### src/rtl/mcu_bus_pkg.sv
// Shared types and helpers for the MCU CPU-side bus bridge.
package mcu_bus_pkg;

    localparam int CPU_ADDR_W = 16;
    localparam int DATA_W     = 8;
    localparam int PREG_W     = 3;

    // Peripheral register page selected by addr[15:12]
    localparam logic [3:0] PERIPH_PAGE = 4'hF;

    typedef enum logic [2:0] {
        ST_IDLE,
        ST_PERIPH,
        ST_P_WAIT,
        ST_MEM,
        ST_M_WAIT,
        ST_RESP
    } bus_state_t;

    typedef enum logic [1:0] {
        REG_MEM,
        REG_PERIPH,
        REG_UNMAPPED
    } bus_region_t;

    // Peripheral page takes priority; SRAM is everything below 2^mem_addr_w.
    function automatic bus_region_t decode_region(input logic [CPU_ADDR_W-1:0] addr,
                                                  input int mem_addr_w);
        logic [31:0] wide;
        wide = {16'h0000, addr};
        if (addr[15:12] == PERIPH_PAGE)
            return REG_PERIPH;
        else if ((wide >> mem_addr_w) == 32'h0)
            return REG_MEM;
        else
            return REG_UNMAPPED;
    endfunction

endpackage

### src/rtl/mcu_bus_bridge_if.sv
// CPU, peripheral and SRAM signal bundle around the bus bridge.
interface mcu_bus_bridge_if #(
    parameter int MEM_ADDR_W = 8
);
    import mcu_bus_pkg::*;

    // CPU side
    logic [CPU_ADDR_W-1:0] cpu_addr_in;
    logic [DATA_W-1:0]     cpu_data_in;
    logic                  cpu_req_in;
    logic                  cpu_we_in;
    logic [DATA_W-1:0]     cpu_data_out;
    logic                  cpu_ready_out;

    // Peripheral register port
    logic [PREG_W-1:0]     periph_addr_out;
    logic                  periph_addr_valid_out;
    logic                  periph_write_en_out;
    logic [DATA_W-1:0]     periph_data_out;
    logic [DATA_W-1:0]     periph_data_in;
    logic                  periph_data_valid_in;

    // SRAM port
    logic [MEM_ADDR_W-1:0] mem_addr_out;
    logic                  mem_en_out;
    logic                  mem_we_out;
    logic [DATA_W-1:0]     mem_wdata_out;
    logic [DATA_W-1:0]     mem_rdata_in;

    // Error reporting
    logic                  bus_err_out;
    logic                  err_clr_in;

    // Bridge view
    modport slave (
        input  cpu_addr_in, cpu_data_in, cpu_req_in, cpu_we_in,
        input  periph_data_in, periph_data_valid_in,
        input  mem_rdata_in, err_clr_in,
        output cpu_data_out, cpu_ready_out,
        output periph_addr_out, periph_addr_valid_out, periph_write_en_out, periph_data_out,
        output mem_addr_out, mem_en_out, mem_we_out, mem_wdata_out,
        output bus_err_out
    );

    // Environment view (CPU, peripheral block and SRAM together)
    modport master (
        output cpu_addr_in, cpu_data_in, cpu_req_in, cpu_we_in,
        output periph_data_in, periph_data_valid_in,
        output mem_rdata_in, err_clr_in,
        input  cpu_data_out, cpu_ready_out,
        input  periph_addr_out, periph_addr_valid_out, periph_write_en_out, periph_data_out,
        input  mem_addr_out, mem_en_out, mem_we_out, mem_wdata_out,
        input  bus_err_out
    );

endinterface

### src/rtl/mcu_bus_bridge.sv
// CPU-side bus bridge: decodes single-byte accesses to SRAM, peripheral
// registers or an unmapped responder, sequences wait states, times out
// stalled peripheral reads and keeps a sticky bus-error flag.
module mcu_bus_bridge
    import mcu_bus_pkg::*;
#(
    parameter int          MEM_ADDR_W     = 8,
    parameter int          TIMEOUT_CYCLES = 15,
    parameter logic [7:0]  UNMAPPED_RDATA = 8'hFF
) (
    input  logic           clk_in,
    input  logic           reset_n_in,
    mcu_bus_bridge_if.slave bus
);

    localparam int CNT_W = $clog2(TIMEOUT_CYCLES + 1);
    // Last P_WAIT cycle index before the access is declared dead
    localparam logic [CNT_W-1:0] CNT_LAST = CNT_W'(TIMEOUT_CYCLES - 1);
    localparam logic [CNT_W-1:0] CNT_MAX  = CNT_W'(TIMEOUT_CYCLES);

    bus_state_t            state_q, state_d;
    bus_region_t           region;
    logic [MEM_ADDR_W-1:0] maddr_q, maddr_d;
    logic [PREG_W-1:0]     preg_q, preg_d;
    logic [DATA_W-1:0]     wdata_q, wdata_d;
    logic                  we_q, we_d;
    logic [DATA_W-1:0]     rdata_q, rdata_d;
    logic                  err_q, err_d;
    logic                  err_set;
    logic [CNT_W-1:0]      cnt_q, cnt_d;

    // State, request latch, read data, error flag and timeout counter
    always_ff @(posedge clk_in or negedge reset_n_in) begin
        if (!reset_n_in) begin
            state_q <= ST_IDLE;
            maddr_q <= '0;
            preg_q  <= '0;
            wdata_q <= '0;
            we_q    <= 1'b0;
            rdata_q <= '0;
            err_q   <= 1'b0;
            cnt_q   <= '0;
        end else begin
            state_q <= state_d;
            maddr_q <= maddr_d;
            preg_q  <= preg_d;
            wdata_q <= wdata_d;
            we_q    <= we_d;
            rdata_q <= rdata_d;
            err_q   <= err_d;
            cnt_q   <= cnt_d;
        end
    end

    // Next-state, latch and capture logic; region is decoded from the
    // address being latched so the target is chosen on the same edge.
    always_comb begin
        state_d = state_q;
        maddr_d = maddr_q;
        preg_d  = preg_q;
        wdata_d = wdata_q;
        we_d    = we_q;
        rdata_d = rdata_q;
        cnt_d   = cnt_q;
        err_set = 1'b0;
        region  = decode_region(bus.cpu_addr_in, MEM_ADDR_W);

        case (state_q)
            ST_IDLE: begin
                if (bus.cpu_req_in) begin
                    maddr_d = bus.cpu_addr_in[MEM_ADDR_W-1:0];
                    preg_d  = bus.cpu_addr_in[PREG_W-1:0];
                    wdata_d = bus.cpu_data_in;
                    we_d    = bus.cpu_we_in;
                    case (region)
                        REG_PERIPH: state_d = ST_PERIPH;
                        REG_MEM:    state_d = ST_MEM;
                        default: begin
                            // Unmapped: writes vanish, reads return the filler byte
                            state_d = ST_RESP;
                            err_set = 1'b1;
                            if (!bus.cpu_we_in)
                                rdata_d = UNMAPPED_RDATA;
                        end
                    endcase
                end
            end

            ST_PERIPH: begin
                if (we_q) begin
                    state_d = ST_RESP;
                end else begin
                    state_d = ST_P_WAIT;
                    cnt_d   = '0;
                end
            end

            ST_P_WAIT: begin
                // Data arriving on the final allowed cycle still wins over the timeout
                if (bus.periph_data_valid_in) begin
                    rdata_d = bus.periph_data_in;
                    state_d = ST_RESP;
                end else if (cnt_q >= CNT_LAST) begin
                    rdata_d = UNMAPPED_RDATA;
                    err_set = 1'b1;
                    state_d = ST_RESP;
                end else if (cnt_q != CNT_MAX) begin
                    cnt_d = cnt_q + CNT_W'(1);
                end
            end

            ST_MEM: begin
                state_d = we_q ? ST_RESP : ST_M_WAIT;
            end

            ST_M_WAIT: begin
                rdata_d = bus.mem_rdata_in;
                state_d = ST_RESP;
            end

            ST_RESP: begin
                state_d = ST_IDLE;
            end

            default: begin
                state_d = ST_IDLE;
            end
        endcase

        // A new error in the same cycle as a clear request keeps the flag set
        if (err_set)
            err_d = 1'b1;
        else if (bus.err_clr_in)
            err_d = 1'b0;
        else
            err_d = err_q;
    end

    // All outputs come straight from registered state
    assign bus.cpu_data_out          = rdata_q;
    assign bus.cpu_ready_out         = (state_q == ST_RESP);
    assign bus.periph_addr_out       = preg_q;
    assign bus.periph_addr_valid_out = (state_q == ST_PERIPH);
    assign bus.periph_write_en_out   = (state_q == ST_PERIPH) && we_q;
    assign bus.periph_data_out       = wdata_q;
    assign bus.mem_addr_out          = maddr_q;
    assign bus.mem_en_out            = (state_q == ST_MEM);
    assign bus.mem_we_out            = (state_q == ST_MEM) && we_q;
    assign bus.mem_wdata_out         = wdata_q;
    assign bus.bus_err_out           = err_q;

endmodule

### src/flat_wrapper.sv
// flat-port wrapper written by rule: the top's interface ports become plain ports
module mcu_bus_bridge_flat import mcu_bus_pkg::*;
#(
    parameter int          MEM_ADDR_W     = 8,
    parameter int          TIMEOUT_CYCLES = 15,
    parameter logic [7:0]  UNMAPPED_RDATA = 8'hFF
)
  (clk_in, reset_n_in, bus_cpu_addr_in, bus_cpu_data_in, bus_cpu_req_in, bus_cpu_we_in, bus_periph_data_in, bus_periph_data_valid_in, bus_mem_rdata_in, bus_err_clr_in, bus_cpu_data_out, bus_cpu_ready_out, bus_periph_addr_out, bus_periph_addr_valid_out, bus_periph_write_en_out, bus_periph_data_out, bus_mem_addr_out, bus_mem_en_out, bus_mem_we_out, bus_mem_wdata_out, bus_bus_err_out);
  mcu_bus_bridge_if #(.MEM_ADDR_W(MEM_ADDR_W)) bus_i ();
  input  logic clk_in;
  input  logic reset_n_in;
  input wire logic [$bits(bus_i.cpu_addr_in)-1:0] bus_cpu_addr_in;
  input wire logic [$bits(bus_i.cpu_data_in)-1:0] bus_cpu_data_in;
  input wire logic [$bits(bus_i.cpu_req_in)-1:0] bus_cpu_req_in;
  input wire logic [$bits(bus_i.cpu_we_in)-1:0] bus_cpu_we_in;
  input wire logic [$bits(bus_i.periph_data_in)-1:0] bus_periph_data_in;
  input wire logic [$bits(bus_i.periph_data_valid_in)-1:0] bus_periph_data_valid_in;
  input wire logic [$bits(bus_i.mem_rdata_in)-1:0] bus_mem_rdata_in;
  input wire logic [$bits(bus_i.err_clr_in)-1:0] bus_err_clr_in;
  output wire logic [$bits(bus_i.cpu_data_out)-1:0] bus_cpu_data_out;
  output wire logic [$bits(bus_i.cpu_ready_out)-1:0] bus_cpu_ready_out;
  output wire logic [$bits(bus_i.periph_addr_out)-1:0] bus_periph_addr_out;
  output wire logic [$bits(bus_i.periph_addr_valid_out)-1:0] bus_periph_addr_valid_out;
  output wire logic [$bits(bus_i.periph_write_en_out)-1:0] bus_periph_write_en_out;
  output wire logic [$bits(bus_i.periph_data_out)-1:0] bus_periph_data_out;
  output wire logic [$bits(bus_i.mem_addr_out)-1:0] bus_mem_addr_out;
  output wire logic [$bits(bus_i.mem_en_out)-1:0] bus_mem_en_out;
  output wire logic [$bits(bus_i.mem_we_out)-1:0] bus_mem_we_out;
  output wire logic [$bits(bus_i.mem_wdata_out)-1:0] bus_mem_wdata_out;
  output wire logic [$bits(bus_i.bus_err_out)-1:0] bus_bus_err_out;
  assign bus_i.cpu_addr_in = bus_cpu_addr_in;
  assign bus_i.cpu_data_in = bus_cpu_data_in;
  assign bus_i.cpu_req_in = bus_cpu_req_in;
  assign bus_i.cpu_we_in = bus_cpu_we_in;
  assign bus_i.periph_data_in = bus_periph_data_in;
  assign bus_i.periph_data_valid_in = bus_periph_data_valid_in;
  assign bus_i.mem_rdata_in = bus_mem_rdata_in;
  assign bus_i.err_clr_in = bus_err_clr_in;
  assign bus_cpu_data_out = bus_i.cpu_data_out;
  assign bus_cpu_ready_out = bus_i.cpu_ready_out;
  assign bus_periph_addr_out = bus_i.periph_addr_out;
  assign bus_periph_addr_valid_out = bus_i.periph_addr_valid_out;
  assign bus_periph_write_en_out = bus_i.periph_write_en_out;
  assign bus_periph_data_out = bus_i.periph_data_out;
  assign bus_mem_addr_out = bus_i.mem_addr_out;
  assign bus_mem_en_out = bus_i.mem_en_out;
  assign bus_mem_we_out = bus_i.mem_we_out;
  assign bus_mem_wdata_out = bus_i.mem_wdata_out;
  assign bus_bus_err_out = bus_i.bus_err_out;
  mcu_bus_bridge #(.MEM_ADDR_W(MEM_ADDR_W), .TIMEOUT_CYCLES(TIMEOUT_CYCLES), .UNMAPPED_RDATA(UNMAPPED_RDATA)) u_core (.clk_in(clk_in), .reset_n_in(reset_n_in), .bus(bus_i));
endmodule
### config.mk
export PLATFORM = sky130hd
export DESIGN_NAME = mcu_bus_bridge_flat
export DESIGN_NICKNAME = d
export VERILOG_FILES = /design/src/rtl/mcu_bus_pkg.sv /design/src/rtl/mcu_bus_bridge_if.sv /design/src/rtl/mcu_bus_bridge.sv /design/src/flat_wrapper.sv
export SDC_FILE = /design/constraint.sdc
export NUM_CORES = 1
export LEC_CHECK = 0
export CORE_AREA = 2 2 67 75
export CTS_CLUSTER_DIAMETER = 50
export DETAILED_ROUTE_END_ITERATION = 6
export DIE_AREA = 0 0 69 77
export GPL_TIMING_DRIVEN = 0
export PLACE_DENSITY_LB_ADDON = 0.2
export SYNTH_ARGS = -nofsm -noshare
export SYNTH_HDL_FRONTEND = slang
export SYNTH_SLANG_ARGS = --single-unit
### constraint.sdc
create_clock -name clk_in -period 2.2 [get_ports clk_in]
set_input_delay 0.33 -clock clk_in [delete_from_list [all_inputs] [get_ports clk_in]]
set_output_delay 0.33 -clock clk_in [all_outputs]
set_load 0.01 [all_outputs]
==> impl_results.md, run 1 <==
* Status: completed
* TritonCTS clock tree: done
* Via Count at 1453
* CTS Buf Count at 5
* Final Max Tran Viols at 0
* WP data required at 1870 ps
* Max Cap Viol at 0
* Rel. slew slack at 51.44%
* Top-count cell post-synth: dfrtp_1
* Synth cell types at 41
* CP Class: flip-flop to output port
* Synth top area share at 46.09%
* Mapped cell area at 1792 um2
* # DRC at 0
* Final core utilization at 62.01%
* # diodes at 0
* Layout Nets at 282
* Top cells by count, synth: dfrtp_1, buf_4, nor2_1
* Post-DP HPWL at 3120 um
* Antenna Nets Post-Route at 0
* Routed vias/inst at 5.010
* Final Hold Vio Count at 0
* Arrival time worst endpoint at 1750 ps
* Fmax achieved at 0.4799 GHz
* Synth area leaders: dfrtp_1, a2bb2oi_2, buf_4, mux2_1, mux2_2
* RSZ-0062 raised after global routing: false
* Pin count of the biggest net entering global routing at 34
* Detailed-route wire length per cell at 13.84 um
* PD cells at 1302 nW/um2
* Congestion Overflow GR at 0
* Initial Util at 39.34%
* Worst Hold Class: input pin to async pin
* Setup Skew at 6.048 ps
* Insertion delay to the later sink of the worst-skew pair at 280 ps
* Syn avg cell area at 12.62 um2
* Full die area at 5313 um2
* Post-synth EDFFs at 0
* Final wirelength at 4013 um
* Hold Slack at 106.6 ps
* Clk slew on worst S/H paths at 70 ps
* Setup Viol. Count Final at 0
* Clk root buf: clkbuf_8
* First-pass GRT wire length at 6762 um
* Number of port buffers at 86
* Ys Warns at 0
* IO Pins at 87
* Gr usage total at 15.63%
* Setup_tns at 0 ps
* Max H-tree Level at 2
* Crit-path max FO at 10
* Final cycle utilization of the critical path at 94.72%
* Core box area at 4554 um2
* Number of synthesized register bits at 33
* Hold_buf cts at 0
* Peak supply drop at 0.5704 mV
* Most used DFF post-synth: dfrtp_1
* Area Growth Syn to Fin at 57.61%
* DRT Pass-1 Iters at 5
* Fin crit period at 2084 ps
* Die height at 77 um
* Clock Path Buffers at 2
* Yosys top cell by area: dfrtp_1
* Static Leak at 0.001174 uW
* CP Capture Type: output port
* Layout cells sized above 1 at 23.93%
* Startpoint types: flip-flop
* Rows at 26
* Initial antenna violation count at 0
* Register area share after synthesis at 46.09%
* Vias in the first global route at 1484
* Net count after synthesis at 190
* Cell count after synthesis at 142
* Initial drt markers at 29
* Worst-Margin Slew at 728.3 ps
* Routability cong. at 0.8046
* Fraction of registers with async set/reset at 100.0%
* Clock Sinks at 33
* Chip width at 69 um
## where the power goes
part / internal, uW / switching [uW] / total, uW
Sequential: 869 / 169 / 1040
Clock: 329 / 210 / 539
Combinational: 1280 / 816 / 2100
Total: 2480 / 1200 / 3680
## metrics by stage
| stage | area [um2] | cells | setup WS [ps] | total power, uW |
|---|---|---|---|---|
| finish | 2824 | 290 | 116.1 | 3677 |
| global route | 2824 | 290 | 36.36 | 3914 |
| CTS | 2823 | 291 | 19.19 | 3734 |
| detailed placement | 2718 | 284 | 208.1 | 3176 |
| global placement | 2723 | 284 | 91.53 | 3137 |
| floorplan | 1792 | 142 | 619.3 | 2223 |
## final timing paths
kind,startpoint,endpoint,slack [ps],cells after the start
worst max register to register,u_core.cnt_q[0],u_core.bus.cpu_data_out[5],460,6
min in group clk_in,u_core.bus.mem_addr_out[3],u_core.bus.mem_addr_out[3],510,1
worst min register to register,u_core.bus.mem_addr_out[3],u_core.bus.mem_addr_out[3],510,1
worst min-delay path,reset_n_in,u_core.bus.mem_addr_out[5],110,1
worst max-delay path,u_core.state_q[1],bus_periph_write_en_out,120,4
max in group asynchronous,reset_n_in,u_core.bus.cpu_data_out[1],1630,1
## worst max-delay path, stage by stage (launching register included)
cell	delay, ps
dfrtp_1	370
buf_6	140
nor3b_2	250
and2_1	170
clkdlybuf4s50_1	540
## state kept, by name, summed over array words and instances (netlist names)
signal and flops:
u_core.state_q 3, u_core.bus.mem_addr_out 8, u_core.bus.cpu_data_out 8, u_core.we_q 1, u_core.bus.bus_err_out 1, u_core.cnt_q 4, u_core.bus.mem_wdata_out 8
## cells in the final DEF (no fill, tap or decap), types with 4 or more instances in the layout
| master | count |
|---|---|
| a21oi_1 | 4 |
| a2bb2oi_2 | 7 |
| and2_1 | 4 |
| buf_4 | 14 |
| buf_6 | 4 |
| clkbuf_8 | 5 |
| clkdlybuf4s50_1 | 83 |
| dfrtp_1 | 33 |
| inv_1 | 5 |
| mux2_1 | 8 |
| mux2_2 | 8 |
| nor2_1 | 9 |
| o32ai_1 | 7 |
## routing by layer
layer,routed length (um),GRT usage [%],vias up
li1,-,-,698
met2,2122,26.15,45
met4,66,5.686,0
met3,203,4.731,6
met1,1620,18.93,704
met5,0,0,-
## area by class of cell
cell class / count / area (um2)
Clock inverter: 2 / 35.03
Buffer: 18 / 150.1
Inverter: 5 / 18.77
Sequential cell: 33 / 825.8
Timing Repair Buffer: 86 / 857.1
Clock buffer: 5 / 68.82
Fill cell: 401 / 1730
Multi-Input combinational cell: 85 / 798.3
Tap cell: 56 / 70.07
## cells by family after synthesis
kind of cell,Yosys count,share of synthesized area (%)
simple gates,31,11.87
flops,33,46.09
mux,18,11.73
compound gates,34,19.41
buf+inv,24,9.496
fa+ha+maj,2,1.396
## repair_timing
| action | CTS | global route |
|---|---|---|
| setup buffers | 0 | 0 |
| cloned | 0 | 0 |
| endpoints found under the setup margin | 2 | 2 |
| resized for setup | 2 | 2 |
No activity file was read; power rests on OpenSTA's default activity.
==> run 2, diff against run 1 <==
--- a/config.mk
+++ b/config.mk
@@ -5,11 +5,12 @@
 export SDC_FILE = /design/constraint.sdc
 export NUM_CORES = 1
 export LEC_CHECK = 0
+export ABC_AREA = 0
 export CORE_AREA = 2 2 67 75
 export CTS_CLUSTER_DIAMETER = 50
 export DETAILED_ROUTE_END_ITERATION = 6
 export DIE_AREA = 0 0 69 77
-export GPL_TIMING_DRIVEN = 0
+export GPL_TIMING_DRIVEN = 1
 export PLACE_DENSITY_LB_ADDON = 0.2
 export SYNTH_ARGS = -nofsm -noshare
 export SYNTH_HDL_FRONTEND = slang
==> run 2 against run 1 <==
  * Global-route usage grew 1.9 points
  * Sequential power is 6% higher
  * Worst hold slack better by 340 ps
  * Critical path depth decreased by 1
  * Clock power decreased by 16%
  * First-iteration DRC count increased by 52%
  * Cell count decreased by 4.5%
  * Non-clock buffer count is 13 lower
  * Power down 6.9%
  * Fmax rose by 1.1%
  * Die area stayed put
==> impl_results.md, run 2 (same netlist as run 1, synthesis figures left out) <==
* Status: completed
* Post-DP HPWL at 3318 um
* Clock share of power at 13.3%
* Rel. slew slack at 64.62%
* Worst Hold Class: input pin to async pin
* Layout fillers at 394
* Max Cap Viol at 0
* Clk root buf: clkbuf_8
* Initial Util at 39.34%
* WP data required at 1870 ps
* Fmax achieved at 0.4851 GHz
* First-pass GRT wire length at 7458 um
* Insertion delay to the later sink of the worst-skew pair at 280 ps
* Clock Path Buffers at 2
* Antenna Nets Post-Route at 0
* Setup_tns at 0 ps
* Reg2Reg Depth at 6
* Peak supply drop at 0.6244 mV
* PD cells at 1270 nW/um2
* Sw Pwr at 1183 uW
* Initial drt markers at 44
* Area Growth Syn to Fin at 50.49%
* Static Leak at 0.001072 uW
* Comb power frac at 54.5%
* Routed vias/inst at 5.137
* Gr usage total at 17.55%
* Worst setup endpoint: bus_periph_write_en_out
* IO Pins at 87
* Pwr Total at 3424 uW
* Routability cong. at 0.8013
* Core box area at 4554 um2
* Rows at 26
* Switching Share at 34.55%
* Final setup margin at 138.6 ps
* Commonest non-fill, non-tap cell in the layout: clkdlybuf4s50_1
* Startpoint types: flip-flop
* DRT Pass-1 Iters at 4
* Setup Viol. Count Final at 0
* Final core utilization at 59.20%
* Critical R2R Capture: u_core.bus.cpu_data_out[5]
* CTS Buf Count at 5
* Chip width at 69 um
* R2r startpoint: u_core.cnt_q[0]
* Most frequent cells in the layout: clkdlybuf4s50_1, dfrtp_1, nor2_1
* CP Capture Type: output port
* Layout Nets at 269
* Pin count of the biggest net entering global routing at 34
* Final cycle utilization of the critical path at 93.70%
* Vias in the first global route at 1483
* Clock Sinks at 33
* Final Max Tran Viols at 0
* Congestion Overflow GR at 0
* RSZ-0062 raised after global routing: false
* Initial antenna violation count at 0
* Final Hold Vio Count at 0
* Worst Setup SP: u_core.state_q[1]
* Post-cts gate resize count at 0
* Final wirelength at 4305 um
* Setup Skew at 6.104 ps
* Via Count at 1423
* Placement Setup Slack at 223.1 ps
* R2r setup slk at 370 ps
* Arrival time worst endpoint at 1730 ps
* Fin crit period at 2061 ps
* CP Class: flip-flop to output port
* Crit-path max FO at 10
* Detailed-route wire length per cell at 15.54 um
* Layout cells sized above 1 at 18.55%
* Worst-Margin Slew at 528.3 ps
* Post-CTS setup buffer count at 0
* Pint at 2241 uW
* Hold_buf cts at 0
* Clk slew on worst S/H paths at 70 ps
* Number of port buffers at 86
* # diodes at 0
* TritonCTS clock tree: done
* # DRC at 0
* Reg power frac at 32.2%
* Max H-tree Level at 2
* Full die area at 5313 um2
* Die height at 77 um
## run 2: layout make-up
cell class / count / area, um2 / share of cell area, %
repair buffers: 91 / 898.4 / 33.32
flip-flops and latches: 33 / 827.0 / 30.67
multi-input cells: 85 / 795.8 / 29.51
clock buffers: 7 / 86.33 / 3.202
well taps: 56 / 70.07 / 2.599
inverters: 5 / 18.77 / 0.6961
## run 2: per-stage QoR
stage / cells / instance area, um2 / hold slack (ps)
after floorplan: 142 / 1792 / 34.41
after global placement: 270 / 2609 / 483.0
after detailed placement: 270 / 2609 / 488.0
after CTS: 277 / 2695 / 457.7
after global routing: 277 / 2696 / 493.3
final: 277 / 2696 / 446.8
## run 2: power by group through the flow
stage	clock (uW)	combinational (uW)	sequential, uW
after floorplan	0	1090	1140
after global placement	0	1840	1080
after detailed placement	0	1890	1110
after CTS	468	1900	1100
after global routing	497	1990	1150
final	455	1870	1100
## run 2: critical path, cell delays in order (launching register included)
cell	delay, ps
dfrtp_1	490
nor3b_2	270
and2_1	150
clkdlybuf4s50_1	540
## run 2: how the worst min path moves through the flow
| stage | start | end | slack, ps | cells past startpoint |
|---|---|---|---|---|
| floorplan | reset_n_in | u_core.bus.bus_err_out | 30 | 0 |
| global placement | u_core.bus.cpu_data_out[5] | u_core.bus.cpu_data_out[5] | 480 | 1 |
| detailed placement | u_core.bus.cpu_data_out[5] | u_core.bus.cpu_data_out[5] | 490 | 1 |
| CTS | reset_n_in | u_core.bus.mem_wdata_out[7] | 460 | 2 |
| global route | reset_n_in | u_core.bus.mem_addr_out[0] | 490 | 2 |
| finish | reset_n_in | u_core.bus.mem_wdata_out[7] | 450 | 2 |
## run 2: per-layer routing
layer	vias up	part of all wire [%]	track usage [%]
met5	-	0	0
met4	0	1.6	5.882
met3	7	6.1	5.388
met2	56	54	30.77
met1	688	39	20.22
li1	672	-	-
